[src/rtl/master_out_port.sv]
// master_out_port: serializes a host read/write request onto a 1-bit address/data/burst bus.
// Ports: clk/reset (async, active-high); req_* host request (req_ready high in IDLE);
//        wdata/wdata_valid/wdata_ready burst write bytes; master_valid/slave_ready bus handshake;
//        read_en/write_en transaction type; tx_address/tx_data/tx_burst serial lines, LSB first;
//        tx_done end-of-transaction pulse; underflow sticky missing-wdata flag.
module master_out_port (
    input  logic        clk,
    input  logic        reset,
    input  logic        req_valid,
    output logic        req_ready,
    input  logic        req_write,
    input  logic [11:0] req_addr,
    input  logic [7:0]  req_data,
    input  logic [11:0] req_burst,
    input  logic [7:0]  wdata,
    input  logic        wdata_valid,
    output logic        wdata_ready,
    output logic        master_valid,
    input  logic        slave_ready,
    output logic        read_en,
    output logic        write_en,
    output logic        tx_address,
    output logic        tx_data,
    output logic        tx_burst,
    output logic        tx_done,
    output logic        underflow
);
    typedef enum logic [2:0] {IDLE, WAIT_HS, ADDR_TX, BURST_TX, BEAT, DONE} state_t;
    state_t      state, state_n;
    logic [11:0] addr_q, beat, beat_n;
    logic [7:0]  data_q, wbyte;
    logic [12:0] f_q;
    logic [3:0]  cyc, cyc_n;
    logic        write_q, hs, last, slot_start, active;
    always_comb begin
        hs         = state == WAIT_HS && slave_ready;
        last       = cyc == 4'd11;
        // BURST_TX is both the cycle carrying F[12] and the first cycle of beat 1
        slot_start = state == BURST_TX || (state == BEAT && cyc == 4'd0);
        active     = state inside {WAIT_HS, ADDR_TX, BURST_TX, BEAT};
        state_n    = state;
        case (state)
            IDLE:     state_n = req_valid ? WAIT_HS : IDLE;
            WAIT_HS:  state_n = slave_ready ? ADDR_TX : WAIT_HS;
            ADDR_TX:  state_n = !last ? ADDR_TX : f_q[0] ? BURST_TX : DONE;
            BURST_TX: state_n = BEAT;
            BEAT:     state_n = last && beat == f_q[12:1] ? DONE : BEAT;
            default:  state_n = IDLE;
        endcase
        cyc_n  = (state == WAIT_HS || state == BURST_TX) ? 4'd1 :
                 (state == ADDR_TX || state == BEAT) && !last ? cyc + 4'd1 : 4'd0;
        // beat stops at N so N = 4095 never wraps
        beat_n = state == ADDR_TX && last ? 12'd1 :
                 state == BEAT && last && state_n == BEAT ? beat + 12'd1 :
                 state == IDLE ? 12'd0 : beat;
        req_ready    = state == IDLE;
        master_valid = state == WAIT_HS;
        read_en      = active && !write_q;
        write_en     = active && write_q;
        tx_done      = state == DONE;
        wdata_ready  = slot_start && write_q && wdata_valid;
        tx_address   = hs ? addr_q[0] : state == ADDR_TX && addr_q[cyc];
        tx_burst     = hs ? f_q[0] : state == ADDR_TX ? f_q[cyc] : state == BURST_TX && f_q[12];
        // slot start uses wdata directly since the byte is only latched at the end of that cycle
        tx_data      = write_q && (hs ? data_q[0] :
                       state == ADDR_TX ? cyc < 4'd8 && data_q[cyc[2:0]] :
                       slot_start ? wdata_valid && wdata[0] :
                       state == BEAT && cyc < 4'd8 && wbyte[cyc[2:0]]);
    end
    always_ff @(posedge clk or posedge reset) begin
        if (reset) begin
            state     <= IDLE;
            addr_q    <= '0;
            data_q    <= '0;
            write_q   <= 1'b0;
            f_q       <= '0;
            cyc       <= '0;
            beat      <= '0;
            wbyte     <= '0;
            underflow <= 1'b0;
        end else begin
            state <= state_n;
            cyc   <= cyc_n;
            beat  <= beat_n;
            if (req_valid && req_ready) begin
                addr_q  <= req_addr;
                data_q  <= req_data;
                write_q <= req_write;
                f_q     <= {req_burst, req_burst != 12'd0};
            end
            if (slot_start)
                wbyte <= wdata_valid ? wdata : 8'h00;
            if (slot_start && write_q && !wdata_valid)
                underflow <= 1'b1;
        end
    end
endmodule

[config.mk]
export PLATFORM = sky130hd
export DESIGN_NAME = master_out_port
export DESIGN_NICKNAME = d
export VERILOG_FILES = /design/src/rtl/master_out_port.sv
export SDC_FILE = /design/constraint.sdc
export NUM_CORES = 1
export LEC_CHECK = 0
export BUFFER_PORTS_ARGS = -buffer_cell sky130_fd_sc_hd__clkbuf_2
export CAP_MARGIN = 20
export CORE_UTILIZATION = 30
export DETAILED_ROUTE_END_ITERATION = 16
export GPL_TIMING_DRIVEN = 0
export PLACE_DENSITY_LB_ADDON = 0.25
export REMOVE_ABC_BUFFERS = 1
export SLEW_MARGIN = 20
export SYNTH_ARGS = -nofsm -noshare
export SYNTH_HDL_FRONTEND = slang
export SYNTH_SLANG_ARGS = --single-unit
[constraint.sdc]
create_clock -name clk -period 2.8 [get_ports clk]
set_input_delay 0.56 -clock clk [delete_from_list [all_inputs] [get_ports clk]]
set_output_delay 0.56 -clock clk [all_outputs]
set_load 0.05 [all_outputs]
==> results.sh <==
export IMPL_status="completed"
export IMPL_leakage_nw=1.80
export IMPL_antenna_found_initial=0
export IMPL_worstSetupStartpointType="register"
export IMPL_tightest_slew_ns=0.806
export IMPL_htree_levels=3
export IMPL_r2r_cells=5
export IMPL_die_x_um=108
export IMPL_cts_buffers=9
export IMPL_clock_latency_ns=0.35
export IMPL_ys_seq_area_share_pct=46.2
export IMPL_routed_via_count=2565
export IMPL_syn_area_per_cell_sq_um=10.9
export IMPL_setup_ws_ns=0.0108
export IMPL_cp_required_ns=2.24
export IMPL_synthCells=307
export IMPL_setup_viol=0
export IMPL_grt_overflow_total=0
export IMPL_skew_ns=0.0134
export IMPL_synth_seq_cells=62
export IMPL_synth_ff_type="dfrtp_1"
export IMPL_vdd_drop_max_mv=0.400
export IMPL_hpwl_um=5550
export IMPL_synth_top_cell_area_share_pct=46.2
export IMPL_yosysWarningCount=0
export IMPL_r2r_slack_ns=0.31
export IMPL_die_h_um=108
export IMPL_max_slew_margin_pct=46.1
export IMPL_nFillCells=1059
export IMPL_hold_viol=0
export IMPL_cts_buffer_depth=2
export IMPL_ys_top_cells_by_area="dfrtp_1 (46%), mux2_2 (11%), mux4_2 (6.0%)"
export IMPL_power_total_w=0.00417
export IMPL_slowest_stage="dfrtp_4"
export IMPL_r2r_start="cyc[1]"
export IMPL_antenna_cells=0
export IMPL_synth_area_sq_mm=0.00336
export IMPL_period_needed_ns=2.79
export IMPL_fmax_ghz=0.359
export IMPL_dieArea_sq_mm=0.0116
export IMPL_synth_area_leader_cell="dfrtp_1"
export IMPL_synth_edf_count=0
export IMPL_grt_pass1_wl_um=13400
export IMPL_io_buffers=55
export IMPL_core_area_sq_mm=0.0109
export IMPL_cp_end_kind="output pin"
export IMPL_wl_per_cell_um=15.5
export IMPL_grt_pass1_vias=2606
export IMPL_cts_sinks=62
export IMPL_fin_nets=418
export IMPL_ctsHoldBuffers=0
export IMPL_async_reset_ff_share_pct=100
export IMPL_ys_types=47
export IMPL_slew_viol_final=0
export IMPL_clockRootBuffer="clkbuf_8"
export IMPL_ios=56
export IMPL_grtUsageTotal_pct=15.3
export IMPL_power_density_mw_per_mm2=1000
export IMPL_cts_clk_slew_worst_paths_ns=0.07
export IMPL_drtIter0Drc=109
export IMPL_hold_slack_ns=0.183
export IMPL_rows=38
export IMPL_maxCapViolCount=0
export IMPL_drive_above_1_share_pct=39.0
export IMPL_period_share_pct=99.6
export IMPL_crit_chain="buf_12 -> mux4_2 -> a22oi_2 -> nor3_2 -> a311oi_2 -> a21oi_2 -> buf_8"
export IMPL_rsz0062_at_grt="yes"
export IMPL_worstReg2RegEnd="beat[7]"
export IMPL_hold_class="input pin to asynchronous set/reset pin"
export IMPL_crit_fanout=4
export IMPL_dp_slack_ns=-0.471
export IMPL_gp_congestion=0.745
export IMPL_initial_utilization_pct=30.8
export IMPL_viasPerCell=4.99
export IMPL_drtAntennaViolNets=0
export IMPL_wl_um=7980
export IMPL_cts_tree="done"
export IMPL_firstDrtPassIters=4
export IMPL_area_growth_pct=23.8
export IMPL_worstSetupPathType="register to output pin"
export IMPL_max_stage_delay_ns=0.49
export IMPL_drc=0
export IMPL_grt_start_max_net_pins=36
export IMPL_arrival_ns=2.23
flip-flops by register name, indices dropped and copies added, names as in the netlist:
signal / count
data_q: 8
write_q: 1
state: 3
underflow: 1
cyc: 4
wbyte: 8
beat: 12
f_q: 13
addr_q: 12
per-layer routing:
layer | share of wire, % | wire length [um] | GRT usage (%)
met5 | 0 | 0 | 0
met2 | 49 | 3890 | 24.6
met1 | 47 | 3730 | 20.0
met3 | 3.5 | 280 | 4.00
met4 | 1.1 | 85 | 4.99
critical path, delay by kind of cell (launching register included):
kind / cells / cell delay (ns)
flip-flops: 1 / 0.49
multiplexers: 1 / 0.44
AND/OR/NAND/NOR: 1 / 0.07
buffers and inverters: 2 / 0.31
AO/OA/AOI/OAI: 3 / 0.59
cells in the final DEF, fill, tap and decap left out, drive strengths merged, types with 4 or more instances in the layout:
master  count
and3        4
mux2       32
buf        24
nor3        8
xnor2      15
nor2       21
a22o        4
mux2i       7
nand2      13
dfrtp      62
o21ai      19
nand4       7
clkbuf     62
inv        17
mux4        9
a221o       8
nand3      15
per-stage QoR:
| stage | util, % | cell area (sq um) | cells | TNS, ns |
|---|---|---|---|---|
| floorplan | - | 3240 | 283 | -17.16 |
| global placement | 33.9 | 3690 | 478 | -18.14 |
| detailed placement | 34.4 | 3750 | 480 | -2.34 |
| CTS | 37.1 | 4040 | 503 | -0.0333 |
| global route | 38.1 | 4150 | 514 | -0.183 |
| finish | 38.1 | 4150 | 514 | 0 |
worst max-delay path by stage:
stage | start | to | slack [ns] | cells past startpoint
global placement | cyc[0] | tx_data | -0.44 | 7
detailed placement | cyc[0] | tx_data | -0.47 | 7
floorplan | state[0] | tx_data | -0.67 | 5
global route | cyc[0] | tx_data | -0.07 | 7
CTS | cyc[0] | tx_data | -0.03 | 7
finish | cyc[0] | tx_data | 0.01 | 7
report_power, final:
part	internal [W]	switching, W	total, W
Clock	0.000345	0.000369	0.000714
Combinational	0.00100	0.000944	0.00195
Sequential	0.00123	0.000282	0.00151
what timing repair did:
action | 4_1_cts | 5_1_grt
setup endpoints to repair | 16 | 11
pin swaps | 2 | 5
buffers inserted | 7 | 11
resized for setup | 14 | 12
logic make-up (layout without fill, tap and decap cells):
family                     Yosys count  in the layout  synth area share (%)
AOI/OAI and AO/OA                   51             51                  11.1
DFF                                 62             62                  46.2
adders and majority gates            3              3                  1.12
and+or+nand+nor                     87             87                  13.3
muxes                               48             48                  18.9
buffers and inverters               40            107                  5.15
xor gates and xnor gates            16             16                  4.18
cells in the mapped netlist, drive strengths merged (2+ instances only):
cell / n
dfrtp: 62
mux2: 32
nor2: 21
o21ai: 19
inv: 16
nand3: 15
xnor2: 15
clkbuf: 14
nand2: 13
buf: 10
mux4: 9
a221o: 8
nor3: 8
mux2i: 7
nand4: 7
a22o: 4
and3: 4
a21o: 3
a21oi: 3
and2: 3
ha: 3
nor4: 3
o211ai: 3
nor2b: 2
nor3b: 2
o22ai: 2
o31ai: 2
final cells by class:
class / instances / area (sq um) / area share [%]
Multi-Input combinational cell: 205 / 1660 / 40.0
Sequential cell: 62 / 1560 / 37.6
Timing Repair Buffer: 75 / 519 / 12.5
Tap cell: 140 / 175 / 4.22
Clock buffer: 11 / 141 / 3.40
Inverter: 16 / 62.6 / 1.51
Clock inverter: 5 / 33.8 / 0.813
Power figures use the tool's default switching activity.
